===== src/rtl/iq_symbol_sched.sv =====
// I/Q symbol scheduler: buffers upstream symbols and holds each one for sym_div+1 clocks.
// Optional preamble generator is compiled in with `define IQSCHED_PREAMBLE_EN.
module iq_symbol_sched #(
    parameter int IQ_W       = 4,
    parameter int FIFO_DEPTH = 4
`ifdef IQSCHED_PREAMBLE_EN
    ,
    parameter int PRE_LEN    = 8
`endif
) (
    input  logic                   clk,
    input  logic                   rst,
    input  logic [7:0]             sym_div,
    input  logic                   s_valid,
    output logic                   s_ready,
    input  logic signed [IQ_W-1:0] s_i,
    input  logic signed [IQ_W-1:0] s_q,
    input  logic                   s_last,
    output logic signed [IQ_W-1:0] i_out,
    output logic signed [IQ_W-1:0] q_out,
    output logic                   sym_strobe,
    output logic                   busy,
    output logic                   underrun,
    output logic [1:0]             fsm_state
);

    // Handshake: a symbol transfers on any rising edge where s_valid && s_ready;
    // s_ready depends only on the registered FIFO count, never on a same-cycle pop.

    localparam int AW = $clog2(FIFO_DEPTH);
    localparam int EW = 2 * IQ_W + 1;
    localparam logic [AW:0] FULL_CNT = (AW + 1)'(FIFO_DEPTH);

    localparam logic [1:0] S_IDLE     = 2'd0;
`ifdef IQSCHED_PREAMBLE_EN
    localparam logic [1:0] S_PREAMBLE = 2'd1;
    localparam int         PW         = $clog2(PRE_LEN + 1);
    localparam logic signed [IQ_W-1:0] I_MAX = {1'b0, {(IQ_W - 1) {1'b1}}};
`endif
    localparam logic [1:0] S_DATA     = 2'd2;

    logic [EW-1:0] mem [FIFO_DEPTH];
    logic [AW-1:0] wr_ptr, rd_ptr;
    logic [AW:0]   count;
    logic          empty, push, pop;

    logic [1:0]    state;
    logic [7:0]    cnt, div_l;
    logic          last_cur;
    logic          boundary;
    logic          data_slot;
`ifdef IQSCHED_PREAMBLE_EN
    logic [PW-1:0] pre_idx;
    logic          pre_done;
    assign pre_done = (pre_idx == PW'(PRE_LEN - 1));
`endif

    assign empty     = (count == '0);
    assign s_ready   = (count != FULL_CNT);
    assign push      = s_valid && s_ready;
    assign boundary  = (cnt == div_l);
    assign pop       = data_slot && !empty;
    assign busy      = (state != S_IDLE);
    assign fsm_state = state;

    // data_slot marks a cycle where the next data symbol (or an underrun gap) is loaded.
    always_comb begin
        data_slot = 1'b0;
        case (state)
`ifdef IQSCHED_PREAMBLE_EN
            S_PREAMBLE: data_slot = boundary && pre_done;
`else
            S_IDLE:     data_slot = !empty;
`endif
            S_DATA:     data_slot = boundary && !last_cur;
            default:    data_slot = 1'b0;
        endcase
    end

    always_ff @(posedge clk) begin
        if (push) mem[wr_ptr] <= {s_i, s_q, s_last};
    end

    always_ff @(posedge clk) begin
        if (rst) begin
            wr_ptr <= '0;
            rd_ptr <= '0;
            count  <= '0;
        end else begin
            if (push) wr_ptr <= wr_ptr + 1'b1;
            if (pop)  rd_ptr <= rd_ptr + 1'b1;
            case ({push, pop})
                2'b10:   count <= count + 1'b1;
                2'b01:   count <= count - 1'b1;
                default: count <= count;
            endcase
        end
    end

    always_ff @(posedge clk) begin
        if (rst) begin
            state      <= S_IDLE;
            cnt        <= '0;
            div_l      <= '0;
            last_cur   <= 1'b0;
            i_out      <= '0;
            q_out      <= '0;
            sym_strobe <= 1'b0;
            underrun   <= 1'b0;
`ifdef IQSCHED_PREAMBLE_EN
            pre_idx    <= '0;
`endif
        end else begin
            sym_strobe <= 1'b0;
            underrun   <= 1'b0;
            case (state)
                S_IDLE: begin
                    if (!empty) begin
                        div_l <= sym_div;
                        cnt   <= '0;
`ifdef IQSCHED_PREAMBLE_EN
                        state      <= S_PREAMBLE;
                        pre_idx    <= '0;
                        i_out      <= I_MAX;
                        q_out      <= '0;
                        sym_strobe <= 1'b1;
`endif
                    end
                end
`ifdef IQSCHED_PREAMBLE_EN
                S_PREAMBLE: begin
                    if (!boundary) begin
                        cnt <= cnt + 8'd1;
                    end else if (!pre_done) begin
                        cnt        <= '0;
                        pre_idx    <= pre_idx + 1'b1;
                        i_out      <= -i_out;
                        sym_strobe <= 1'b1;
                    end
                end
`endif
                S_DATA: begin
                    if (!boundary) begin
                        cnt <= cnt + 8'd1;
                    end else if (last_cur) begin
                        state    <= S_IDLE;
                        cnt      <= '0;
                        last_cur <= 1'b0;
                        i_out    <= '0;
                        q_out    <= '0;
                    end
                end
                default: state <= S_IDLE;
            endcase

            // Loading a slot: real data when available, otherwise a zero symbol flagged as underrun.
            if (data_slot) begin
                state      <= S_DATA;
                cnt        <= '0;
                sym_strobe <= 1'b1;
                if (!empty) begin
                    i_out    <= mem[rd_ptr][EW-1 -: IQ_W];
                    q_out    <= mem[rd_ptr][IQ_W:1];
                    last_cur <= mem[rd_ptr][0];
                end else begin
                    i_out    <= '0;
                    q_out    <= '0;
                    last_cur <= 1'b0;
                    underrun <= 1'b1;
                end
            end
        end
    end

endmodule


===== config.mk =====
export PLATFORM = sky130hd
export DESIGN_NAME = iq_symbol_sched
export DESIGN_NICKNAME = d
export VERILOG_FILES = /design/src/rtl/iq_symbol_sched.sv
export SDC_FILE = /design/constraint.sdc
export NUM_CORES = 1
export LEC_CHECK = 0
export ABC_AREA = 1
export CAP_MARGIN = 20
export CORE_ASPECT_RATIO = 0.9
export CORE_UTILIZATION = 56
export DETAILED_ROUTE_END_ITERATION = 10
export PLACE_DENSITY = 0.77
export SLEW_MARGIN = 10
export SYNTH_ARGS = -nofsm -noshare
export SYNTH_HDL_FRONTEND = slang
export SYNTH_SLANG_ARGS = --single-unit
export TNS_END_PERCENT = 1

===== constraint.sdc =====
create_clock -name clk -period 2.3 [get_ports clk]
set_clock_uncertainty 0.05 [all_clocks]
set_input_delay 0.345 -clock clk [delete_from_list [all_inputs] [get_ports clk]]
set_output_delay 0.345 -clock clk [all_outputs]
set_load 0.01 [all_outputs]

==> flow_summary_export.csv <==
group,metric,value,unit
routing,vias,2363,
yosys,synth.area.mux_share,0,%
cts,insertion_delay,0.33,ns
power,p_per_area,1220,mW/mm^2
cts,cts_tree,"done",
yosys,syn_avg_cell_area,9.67,sq um
routing,drt_drc_violations_left,0,
finish,drive_gt1_share,15.8,%
cts,cts_buffers,9,
status,status,"finished, final reports clean",
yosys,syn_area,0.00315,sq mm
worst_setup_path,rr_endpoint,"count[1]$_SDFFE_PP0P_",
floorplan,ios,34,
yosys,yosys.area.top_type_share,34.3,%
yosys,syn-num-nets,353,
floorplan,die-area,0.00593,sq mm
finish,n_antenna_cell,0,
yosys,synth_most_common_cell,"nor2_1",
finish,nets,396,
cts,clock-sinks,73,
timing,drv_slew,0,
yosys,postSynth.asyncResetShare,0,%
floorplan,rows,25,
min_path,hp-class,"reg2reg",
global_routing,overflow,0,
min_path,hold_depth,2,
power,vdd_drop_max,0.769,mV
cts,htree_levels,3,
cts,clockRootBuffer,"clkbuf_8",
yosys,syn_inst,326,
worst_setup_path,timing.critical_path.cells,"xnor2_1 -> nand2_2 -> nor2_2 -> nand2_2 -> nand2_2 -> nand3_2 -> inv_2 -> ha_1 -> inv_1 -> fa_2 -> nor2_1 -> a21oi_1 -> nor2_1",
yosys,synthFlopType,"dfxtp_1",
floorplan,start_util,58.9,%
worst_setup_path,worst_setup_path_start_kind,"flop",
finish,design_area,0.00379,sq mm
floorplan,core-area,0.00535,sq mm
worst_setup_path,crit_path_end_kind,"flop",
worst_setup_path,slowest_stage,"fa_2",
routing,drt_iter0_markers,141,
min_path,hold_end,"div_l[6]$_SDFFE_PP0P_",
routing,drtAntennaViolNets,0,
yosys,synth_top_family_by_area,"simple AND/OR/NAND/NOR gates",
yosys,synth_top_area_cell,"edfxtp_1",
worst_setup_path,critPathMaxFanout,4,
placed_design,io_buffers,32,
min_path,min-delay-start,"div_l[6]$_SDFFE_PP0P_",
worst_setup_path,ff2ff_path_depth,13,
yosys,synth-compound-area-share,12.9,%
placed_design,globalplace.congestion,0.862,
power,total_power,4.64,mW
cts,clkTransAtPathRegs,0.07,ns
yosys,yosys-top-cells-area,"edfxtp_1, dfxtp_1, nand3_1",
yosys,ys_top_cells_by_count,"nor2_1, dfxtp_1, edfxtp_1",
yosys,synth-xor-area-share,1.39,%
timing,min_period,2.13,ns
placed_design,place_area,0.00358,sq mm
yosys,synth_simple_gate_area_share,18.3,%
timing,max_slew_margin,63.7,%
timing,period_share,92.8,%
yosys,synthDistinctLibCells,33,
global_routing,grt_pass1_vias,2178,
global_routing,grt_max_degree,34,
worst_setup_path,crit_top_cell,"nand2_2",
floorplan,fp.dieW,81.1,um
global_routing,grt_pass1_wl,10200,um
global_routing,antenna_found_initial,0,
routing,routed_wirelength,6180,um
worst_setup_path,cp.arrival,2.32,ns
worst_setup_path,rr_startpoint,"cnt[7]$_SDFFE_PP0P_",
cts,clk_path_buf_depth,2,
floorplan,die_y,73.2,um
routing,wl_per_cell,14.0,um
yosys,yosys_warnings,0,
worst_setup_path,cp-startpoint,"cnt[7]$_SDFFE_PP0P_",
placed_design,hpwl,4370,um
worst_setup_path,critPathKind,"reg2reg",
routing,drt_pass1_iterations,4,
yosys,yosysSeqAreaShare,57.8,%
flow_run,cap_violations,0,
yosys,synth-seq-cells,73,
routing,viasPerCell,5.36,
timing,fmax,468,MHz
timing,holdWs,0.429,ns
timing,final-setup-viol-count,0,
global_routing,track_usage,23.7,%
worst_setup_path,required,2.48,ns
timing,worstMarginPinSlew,0.543,ns
power,leakage,1.43,nW
timing,hold_viol_final,0,
yosys,synth_edf_count,36,
yosys,synth_fa_ha_area_share,3.02,%
worst_setup_path,max_stage_delay,0.52,ns
worst_setup_path,r2r_slack,0.17,ns
finish,syn_to_final_growth,20.3,%
-- repair_timing --
action,in CTS,in global routing
hold buffers,0,0
setup endpoints to repair,0,2
buffers inserted,0,0
resized for setup,0,9
-- cell families (layout without fill, tap and decap cells) --
logic type	after synthesis	count (layout)
compound gates	72	72
fa+ha+maj	7	7
xor+xnor	5	5
buf+inv	46	94
flops	73	73
other cells	1	1
simple gates	122	122
-- metrics by stage --
stage                     setup WS [ns]  util (%)  instances  setup TNS, ns
after floorplan                   0.212         -        326              0
after detailed placement         0.0628      66.9        425              0
after global routing            -0.0242      70.9        441        -0.0242
after global placement            0.112      66.9        425              0
final                             0.165      70.9        441              0
after CTS                        0.0418      70.5        441              0
-- layout make-up --
| type | count | area (sq um) |
|---|---|---|
| flip-flops and latches | 73 | 1830 |
| fillers | 401 | 1560 |
| well taps | 67 | 83.8 |
| multi-input cells | 207 | 1140 |
| repair buffers | 45 | 418 |
| clock buffers | 14 | 188 |
| inverters | 33 | 124 |
| clock inverters | 2 | 10.0 |
-- power breakdown --
part           switching [mW]  internal [mW]  leakage [nW]
registers               0.191           1.66         0.636
logic                    1.10          0.721         0.693
clock network           0.433          0.526         0.105
-- critical path: cells and delay by family, from the launching register on --
family / cells / cell delay (ns)
AO/OA/AOI/OAI: 1 / 0.11
XOR/XNOR: 1 / 0.15
AND/OR/NAND/NOR: 7 / 0.57
buffers and inverters: 2 / 0.13
flip-flops: 1 / 0.37
adder cells (fa/ha/maj): 2 / 0.65
-- layer usage --
| layer | share of wire [%] | up-vias | global-route usage, % |
|---|---|---|---|
| met3 | 5.8 | 8 | 6.63 |
| met2 | 48 | 65 | 36.8 |
| li1 | - | 1199 | - |
| met1 | 45 | 1091 | 32.0 |
| met5 | 0 | - | 0 |
| met4 | 1.3 | 0 | 8.13 |
-- worst max path at each step --
stage	to	slack, ns	cells after the start
6_report	count[1]$_SDFFE_PP0P_	0.17	13
5_1_grt	count[2]$_SDFFE_PP0P_	-0.02	17
4_1_cts	count[2]$_SDFFE_PP0P_	0.04	17
3_5_place_dp	count[2]$_SDFFE_PP0P_	0.06	17
3_3_place_gp	count[2]$_SDFFE_PP0P_	0.11	16
2_1_floorplan	count[2]$_SDFFE_PP0P_	0.21	15
-- sequential cells by signal (all words and copies together) (netlist names), named ones only --
register	cells
div_l	8
sym_strobe	1
fsm_state	1
rd_ptr	2
wr_ptr	2
count	3
last_cur	1
i_out	4
cnt	8
q_out	4
mem	36
underrun	1
-- layout by cell type, fill, tap and decap left out --
cell	netlist	routed
o21bai_1	1	1
nor3_2	1	1
o21ai_0	32	32
ha_1	6	6
dfxtp_2	0	4
inv_2	3	4
nor2_4	1	1
nor3_1	1	1
inv_1	30	29
nor2_1	39	38
nand2_4	1	1
clkinv_2	0	2
clkbuf_16	0	1
nand3b_1	1	1
clkbuf_8	0	11
or2_2	1	1
nand2_1	32	31
xor2_1	2	2
o22ai_1	9	9
nand3_4	1	1
nand4_1	3	3
nand3_2	3	4
buf_4	3	13
a21oi_2	8	8
clkbuf_1	4	1
fa_2	0	1
clkdlybuf4s50_1	0	32
clkbuf_4	0	1
conb_1	1	1
nor2_2	1	2
edfxtp_1	36	36
nand3_1	35	34
o2111ai_1	1	1
nand2_2	2	3
a21oi_1	21	21
dfxtp_1	37	33
xnor2_1	3	3
Power figures use the tool's default switching activity.
